==> config.mk <==
export PLATFORM = sky130hd
export DESIGN_NAME = gen3_framing_scheduler
export DESIGN_NICKNAME = d
export VERILOG_FILES = /design/src/rtl/gen3_framing_scheduler_pkg.sv /design/src/rtl/gen3_framing_scheduler_rr_arb2.sv /design/src/rtl/gen3_framing_scheduler.sv
export SDC_FILE = /design/constraint.sdc
export NUM_CORES = 1
export LEC_CHECK = 0
export BUFFER_PORTS_ARGS = -buffer_cell sky130_fd_sc_hd__buf_2
export CELL_PAD_IN_SITES_DETAIL_PLACEMENT = 1
export CELL_PAD_IN_SITES_GLOBAL_PLACEMENT = 2
export CORE_ASPECT_RATIO = 0.75
export CORE_UTILIZATION = 38
export DETAILED_ROUTE_END_ITERATION = 8
export HOLD_SLACK_MARGIN = 0.12
export PLACE_DENSITY = 0.92
export SETUP_SLACK_MARGIN = 0.4
export SYNTH_ARGS = -nofsm -noshare
export SYNTH_HDL_FRONTEND = slang
export SYNTH_HIERARCHICAL = 1
export SYNTH_SLANG_ARGS = --single-unit
==> constraint.sdc <==
create_clock -name clk -period 13.2 [get_ports clk]
set_input_delay 1.98 -clock clk [delete_from_list [all_inputs] [get_ports clk]]
set_output_delay 1.98 -clock clk [all_outputs]
set_load 0.01 [all_outputs]
==> src/rtl/gen3_framing_scheduler_pkg.sv <==
// -----------------------------------------------------------------------------
// gen3_framing_pkg
// Shared definitions for the Gen3 (128b/130b) transmit framing scheduler and
// the matching receive-side byte checker: framing token bytes, the data block
// sync header, FSM state encoding, round-robin owner encoding and the STP
// token byte builder.
// Optional feature macro: GEN3_EDB_NULLIFY_EN (adds the EDB_TOK state).
// -----------------------------------------------------------------------------
package gen3_framing_pkg;

  localparam logic [3:0] STP_NIB   = 4'hF;
  localparam logic [7:0] SDP_B0    = 8'hF0;
  localparam logic [7:0] SDP_B1    = 8'hAC;
  localparam logic [7:0] EDB_B     = 8'hC0;
  localparam logic [7:0] IDL_B     = 8'h00;
  localparam logic [1:0] SYNC_DATA = 2'b01;

  typedef enum logic [2:0] {
    IDLE,
    STP_TOK,
    TLP_BODY,
    SDP_TOK,
    DLLP_BODY
`ifdef GEN3_EDB_NULLIFY_EN
    ,
    EDB_TOK
`endif
  } fsm_state_t;

  typedef enum logic {
    RR_TLP,
    RR_DLLP
  } rr_owner_t;

  // Byte idx (0..3) of the 4-byte STP token for a given length and sequence.
  function automatic logic [7:0] stp_byte(input logic [10:0] len,
                                          input logic [11:0] seq,
                                          input logic [1:0]  idx);
    logic [7:0] b;
    case (idx)
      2'd0:    b = {len[3:0], STP_NIB};
      2'd1:    b = {1'b0, len[10:4]};
      2'd2:    b = {4'h0, seq[11:8]};
      default: b = seq[7:0];
    endcase
    return b;
  endfunction

endpackage

==> src/rtl/gen3_framing_scheduler_rr_arb2.sv <==
// -----------------------------------------------------------------------------
// gen3_rr_arb2
// Two-requester round-robin arbiter. Requester A is the TLP source, B the
// DLLP source. Grants are only issued while en is high (aligned idle slot);
// the owner memory moves only when the granted byte is actually transferred.
// Ports:
//   clk, rst        clock, synchronous active-high reset
//   en              arbitration slot open
//   req_a, req_b    requests
//   upd             granted byte transferred this cycle
//   gnt_a, gnt_b    combinational one-hot grant
// -----------------------------------------------------------------------------
module gen3_rr_arb2
  import gen3_framing_pkg::*;
(
  input  logic clk,
  input  logic rst,
  input  logic en,
  input  logic req_a,
  input  logic req_b,
  input  logic upd,
  output logic gnt_a,
  output logic gnt_b
);

  rr_owner_t rr_last;

  always_comb begin
    gnt_a = en && req_a && (!req_b || (rr_last == RR_DLLP));
    gnt_b = en && req_b && (!req_a || (rr_last == RR_TLP));
  end

  // Reset to DLLP so that the TLP side wins the first tie.
  always_ff @(posedge clk) begin
    if (rst) begin
      rr_last <= RR_DLLP;
    end else if (upd && gnt_a) begin
      rr_last <= RR_TLP;
    end else if (upd && gnt_b) begin
      rr_last <= RR_DLLP;
    end
  end

endmodule

==> src/rtl/gen3_framing_scheduler.sv <==
// -----------------------------------------------------------------------------
// gen3_framing_scheduler
// Gen3 transmit byte scheduler: arbitrates one TLP and one DLLP requester,
// frames packets with STP / SDP tokens, fills gaps with IDL and flags the
// first byte of every 16-byte block (sync header 2'b01).
// Optional feature macro: GEN3_EDB_NULLIFY_EN -- tlp_abort, or a 4-cycle
// body underrun, ends the TLP with an EDB token (C0 x4).
// Ports:
//   clk, rst                      clock, synchronous active-high reset
//   tlp_req/tlp_len_dw/tlp_seq    TLP request, length in DW (incl. token), seq
//   tlp_gnt                       pulse on STP byte0 transfer
//   tlp_data/_valid/_ready        TLP body byte stream
//   tlp_abort                     nullify current TLP (EDB build only)
//   dllp_req/dllp_data            DLLP request and 6 body bytes (byte0 LSB)
//   dllp_gnt                      pulse on SDP byte0 transfer
//   out_data/_valid/_ready        framed byte stream
//   out_sync_hdr/out_block_start  block sync header, byte 0 of block flag
//   len_err                       pulse when a too-short TLP is rejected
// -----------------------------------------------------------------------------
module gen3_framing_scheduler
  import gen3_framing_pkg::*;
#(
  parameter int BLOCK_BYTES = 16,
  parameter int DLLP_BYTES  = 6,
  parameter int MIN_TLP_DW  = 2
) (
  input  logic        clk,
  input  logic        rst,
  input  logic        tlp_req,
  input  logic [10:0] tlp_len_dw,
  input  logic [11:0] tlp_seq,
  output logic        tlp_gnt,
  input  logic [7:0]  tlp_data,
  input  logic        tlp_data_valid,
  output logic        tlp_data_ready,
  input  logic        tlp_abort,
  input  logic        dllp_req,
  input  logic [47:0] dllp_data,
  output logic        dllp_gnt,
  output logic [7:0]  out_data,
  output logic        out_valid,
  input  logic        out_ready,
  output logic [1:0]  out_sync_hdr,
  output logic        out_block_start,
  output logic        len_err
);

  localparam int          BW        = $clog2(BLOCK_BYTES);
  localparam logic [12:0] DLLP_LAST = 13'(DLLP_BYTES - 1);
  localparam logic [10:0] MIN_LEN   = 11'(MIN_TLP_DW);

  fsm_state_t      state, state_nxt;
  logic [BW-1:0]   blk_idx;
  logic [12:0]     byte_cnt, cnt_nxt;
  logic [12:0]     limit;
  logic            len_rej, rej_nxt;
  logic [10:0]     len_q;
  logic [11:0]     seq_q;
  logic [47:0]     dllp_q;
  logic            xfer, ld_tlp, ld_dllp;
  logic            aligned, len_bad, arb_en, gnt_t, gnt_d;

`ifdef GEN3_EDB_NULLIFY_EN
  logic [1:0]      urun, urun_nxt;
`else
  logic            unused_abort;
  assign unused_abort = tlp_abort;
`endif

  assign aligned = (blk_idx[1:0] == 2'b00);
  assign len_bad = (tlp_len_dw < MIN_LEN);
  assign limit   = {len_q, 2'b00} - 13'd4;
  assign arb_en  = !rst && (state == IDLE) && aligned;

  assign out_sync_hdr    = SYNC_DATA;
  assign out_block_start = !rst && (blk_idx == '0);

  gen3_rr_arb2 u_arb (
    .clk   (clk),
    .rst   (rst),
    .en    (arb_en),
    .req_a (tlp_req && !len_bad),
    .req_b (dllp_req),
    .upd   (xfer),
    .gnt_a (gnt_t),
    .gnt_b (gnt_d)
  );

  // Control state: advances only on a transfer (or an EDB abort).
  always_ff @(posedge clk) begin
    if (rst) begin
      state    <= IDLE;
      blk_idx  <= '0;
      byte_cnt <= '0;
      len_rej  <= 1'b0;
`ifdef GEN3_EDB_NULLIFY_EN
      urun     <= '0;
`endif
    end else begin
      state    <= state_nxt;
      byte_cnt <= cnt_nxt;
      len_rej  <= rej_nxt;
      if (xfer) begin
        blk_idx <= blk_idx + BW'(1);
      end
`ifdef GEN3_EDB_NULLIFY_EN
      urun     <= urun_nxt;
`endif
    end
  end

  // Packet fields captured at grant.
  always_ff @(posedge clk) begin
    if (ld_tlp) begin
      len_q <= tlp_len_dw;
      seq_q <= tlp_seq;
    end
    if (ld_dllp) begin
      dllp_q <= dllp_data;
    end
  end

  always_comb begin
    state_nxt      = state;
    cnt_nxt        = byte_cnt;
    out_valid      = 1'b0;
    out_data       = IDL_B;
    tlp_data_ready = 1'b0;
    tlp_gnt        = 1'b0;
    dllp_gnt       = 1'b0;
    len_err        = 1'b0;
    ld_tlp         = 1'b0;
    ld_dllp        = 1'b0;
    xfer           = 1'b0;
    rej_nxt        = len_rej && tlp_req;
`ifdef GEN3_EDB_NULLIFY_EN
    urun_nxt       = '0;
`endif
    if (!rst) begin
      case (state)
        IDLE: begin
          out_valid = 1'b1;
          // Token byte0 goes out in the grant cycle itself.
          if (gnt_t) begin
            out_data = stp_byte(tlp_len_dw, tlp_seq, 2'd0);
          end else if (gnt_d) begin
            out_data = SDP_B0;
          end
          xfer = out_ready;
          if (xfer) begin
            if (gnt_t) begin
              tlp_gnt   = 1'b1;
              ld_tlp    = 1'b1;
              state_nxt = STP_TOK;
              cnt_nxt   = 13'd1;
            end else if (gnt_d) begin
              dllp_gnt  = 1'b1;
              ld_dllp   = 1'b1;
              state_nxt = SDP_TOK;
            end
            // One pulse per request: len_rej holds until tlp_req drops.
            if (aligned && tlp_req && len_bad && !len_rej) begin
              len_err = 1'b1;
              rej_nxt = 1'b1;
            end
          end
        end
        STP_TOK: begin
          out_valid = 1'b1;
          out_data  = stp_byte(len_q, seq_q, byte_cnt[1:0]);
          xfer      = out_ready;
          if (xfer) begin
            if (byte_cnt[1:0] == 2'd3) begin
              state_nxt = TLP_BODY;
              cnt_nxt   = '0;
            end else begin
              cnt_nxt = byte_cnt + 13'd1;
            end
          end
        end
        TLP_BODY: begin
`ifdef GEN3_EDB_NULLIFY_EN
          out_valid = tlp_data_valid && !tlp_abort;
`else
          out_valid = tlp_data_valid;
`endif
          out_data       = tlp_data;
          xfer           = out_valid && out_ready;
          tlp_data_ready = xfer;
          if (xfer) begin
            if (byte_cnt + 13'd1 == limit) begin
              state_nxt = IDLE;
              cnt_nxt   = '0;
            end else begin
              cnt_nxt = byte_cnt + 13'd1;
            end
          end
`ifdef GEN3_EDB_NULLIFY_EN
          if (!tlp_data_valid) begin
            urun_nxt = urun + 2'd1;
          end
          // Abort or the 4th consecutive underrun cycle nullifies the TLP.
          if (tlp_abort || (!tlp_data_valid && (urun == 2'd3))) begin
            state_nxt = EDB_TOK;
            cnt_nxt   = '0;
          end
`endif
        end
        SDP_TOK: begin
          out_valid = 1'b1;
          out_data  = SDP_B1;
          xfer      = out_ready;
          if (xfer) begin
            state_nxt = DLLP_BODY;
            cnt_nxt   = '0;
          end
        end
        DLLP_BODY: begin
          out_valid = 1'b1;
          out_data  = dllp_q[{byte_cnt[2:0], 3'b000} +: 8];
          xfer      = out_ready;
          if (xfer) begin
            if (byte_cnt == DLLP_LAST) begin
              state_nxt = IDLE;
              cnt_nxt   = '0;
            end else begin
              cnt_nxt = byte_cnt + 13'd1;
            end
          end
        end
`ifdef GEN3_EDB_NULLIFY_EN
        EDB_TOK: begin
          out_valid = 1'b1;
          out_data  = EDB_B;
          xfer      = out_ready;
          if (xfer) begin
            if (byte_cnt[1:0] == 2'd3) begin
              state_nxt = IDLE;
              cnt_nxt   = '0;
            end else begin
              cnt_nxt = byte_cnt + 13'd1;
            end
          end
        end
`endif
        default: begin
          state_nxt = IDLE;
          cnt_nxt   = '0;
        end
      endcase
    end
  end

endmodule

==> metrics.md <==
| Metric | Value |
|---|---|
| H-tree levels | 3 |
| Commonest non-fill, non-tap cell in the layout | buf_2 |
| Fin crit period | 6.49 ns |
| Non-filler cells, final | 689 |
| Crit-path max cell delay | 0.45 ns |
| HP Class | reg -> reg |
| Total power | 819 µW |
| Endpoint type of the worst setup path | primary output |
| Initial Util | 39.2% |
| Top Ports | 102 |
| Total Routing Usage GR | 22.3% |
| Period utilization | 49.2% |
| EDFF count, synth | 71 |
| Ys Warns | 6 |
| Die height | 99.5 µm |
| Vias | 3851 |
| Area Growth Syn to Fin | 19.4% |
| Nets | 613 |
| Final Worst Setup Slack | 6.71 ns |
| Width of the die | 132 µm |
| DP Worst Slack | 6.77 ns |
| Clk Latency, worst-skew pair | 0.34 ns |
| Peak VDD IR | 0.0907 mV |
| Syn avg cell area | 11.1 µm² |
| Final hold slack | 0.514 ns |
| HPWL after DPL | 10.5 mm |
| Finish-stage setup viols | 0 |
| Leak | 2.09 nW |
| DRT iter0 DRCs | 207 |
| Clock skew | 0.00489 ns |
| Sequential area share after synthesis | 53.4% |
| Fin. Hold Viols | 0 |
| DR WL/cell | 20.4 µm |
| Antenna diode count | 0 |
| Total gr overflow | 0 |
| Post-route DRC | 0 |
| Cell at the slowest stage of the critical path | a21oi_1 |
| Unrepaired setup endpoints after global routing | no |
| CTS tree | yes |
| Fillers | 1360 |
| Clock-pin slew on the worst setup and hold paths | 0.06 ns |
| Post-CTS setup buffer count | 0 |
| Fmax | 0.154 GHz |
| Critical path class | in -> out |
| Most frequent cells in the layout | 98 x buf_2, 71 x edfxtp_1, 45 x nand2_1 |
| Vias in the first global route | 4098 |
| Post_cts resized | 0 |
| FP Rows | 35 |
| CTS Sinks | 93 |
| Die ar. | 13100 µm² |
| Worst-Margin Slew | 1.07 ns |
| CTS max path bufs | 2 |
| PortBufs | 98 |
| Pwr dens | 142 nW/µm² |
| Syn Inst Count | 436 |
| Syn nets | 530 |
| Initial DRT Pass Iterations | 4 |
| Largest net degree at the start of global routing | 50 |
| Setup_tns | 0 ns |
| Post-Synthesis Cell Area | 4820 µm² |
| Post-synth ARST share | 0% |
| Critical path launch point type | input pin |
| Placed insts | 674 |
| Most common cell on crit path | a21oi_1 |
| CP Data Required Time | 11.22 ns |
| First-pass GRT wire length | 22.0 mm |
| CP max FO | 21 |
| Critical Path AT | 4.51 ns |
| Unique masters post-synth | 64 |
| Antenna violations before repair | 0 |
| Final ANT Viol Nets | 0 |
| CORE AREA | 12300 µm² |
| Crit-path cells | buf_2 -> nand2b_1 -> nor3_1 -> nand2_1 -> a21oi_1 -> nand2b_1 -> or2_2 -> a21oi_1 -> a221oi_1 -> a21oi_1 -> buf_2 |
| Maxcap violations | 0 |
| Synth Flop Type | edfxtp_1 |
| # hold bufs at CTS | 0 |
| Cts bufs inserted | 9 |
| Synthesized flop and latch total | 93 |
| Cell chosen for the clock root | clkbuf_16 |
| Final WL | 14.1 mm |
| GPL Wtd Cong | 0.867 |
| Rel. slew slack | 29.0% |
| Final Max Slew Viols | 0 |
| Proportion of layout cells with a drive suffix above 1 | 25.6% |
| Vias per cell | 5.59 |
| Outcome | finished, final reports clean |
## final timing paths
check	from	endpoint	slack (ns)	cells past startpoint
setup / recovery	rst	out_data[5]	6.71	11
hold / removal	len_rej	len_rej	0.51	2
setup reg to reg	state[0]	byte_cnt[7]	8.81	12
hold reg to reg	len_rej	len_rej	0.51	2
## state kept, by name (all words and copies together), names as in the netlist
signal	count
byte_cnt	13
u_arb/rr_last	1
seq_q	12
len_rej	1
len_q	11
blk_idx	4
dllp_q	48
state	3
## critical path: cells and delay by family
kind	cells	cell delay [ns]
and+or+nand+nor	5	1.19
AOI/OAI and AO/OA	4	0.93
buffers and inverters	2	0.40
## routing by layer
metal | GRT usage [%] | routed length (µm) | up-vias | share of wire (%)
met2 | 38.0 | 6700 | 118 | 48
met1 | 27.5 | 6270 | 1910 | 45
met5 | 0 | 0 | - | 0
li1 | - | - | 1804 | -
met3 | 5.61 | 829 | 19 | 5.9
met4 | 7.87 | 272 | 0 | 1.9
## cell families (layout without fill, tap and decap cells)
kind of cell / after synthesis / in the layout / share of synthesized area, %
xor+xnor: 28 / 28 / 5.66
mux: 17 / 17 / 5.63
fa+ha+maj: 8 / 8 / 2.08
compound gates: 106 / 106 / 14.4
buf+inv: 47 / 134 / 4.26
flops: 93 / 93 / 53.4
simple gates: 135 / 135 / 14.4
other cells: 2 / 2 / 0.156
## power breakdown
group / leakage, nW / internal (mW) / switching, mW
registers: 0.818 / 0.325 / 0.0125
logic: 1.11 / 0.0768 / 0.104
clock network: 0.168 / 0.186 / 0.114
total: 2.09 / 0.588 / 0.230
## per-stage QoR
step | cell area (µm²) | util [%]
final | 5760 | 46.8
after global routing | 5760 | 46.8
after CTS | 5760 | 46.8
after detailed placement | 5410 | 44.0
after global placement | 5410 | 44.0
after floorplan | 4820 | -
## synth_stat cells, drive strengths merged, types with 2 or more instances
library cell,number,area [µm²]
clkbuf,18,68.8
o21bai,2,15.0
mux2i,8,80.1
or2,3,18.8
a221oi,6,52.6
o31ai,3,22.5
o21a,2,15.0
a21boi,2,15.0
a21o,2,15.0
nand3,5,30.0
nand4,7,43.8
nand2b,7,43.8
xnor2,17,149
ha,8,100
or3,2,12.5
a22oi,3,22.5
xnor3,2,45.0
nor4,6,37.5
or4b,3,33.8
inv,18,67.6
o21ai,21,109
o22ai,12,75.1
xor2,9,78.8
a211o,2,17.5
buf,11,68.8
o221ai,3,26.3
nor2b,6,37.5
a21oi,25,125
conb,2,7.51
a31oi,9,56.3
a211oi,2,15.0
a222oi,2,20.0
and2,7,43.8
nor2,23,86.3
dfxtp,22,440
edfxtp,71,2130
nand2,45,169
nor3,14,70.1
mux4,8,180
nor4b,4,47.6
## layout make-up
| type | instances | area (µm²) | area share, % |
|---|---|---|---|
| clock buffers | 9 | 225 | 3.91 |
| clock inverters | 6 | 119 | 2.06 |
| inverters | 18 | 67.6 | 1.17 |
| multi-input cells | 296 | 2050 | 35.6 |
| flip-flops and latches | 93 | 2570 | 44.7 |
| well taps | 166 | 208 | 3.61 |
| repair buffers | 101 | 513 | 8.91 |
Power figures use the tool's default switching activity.
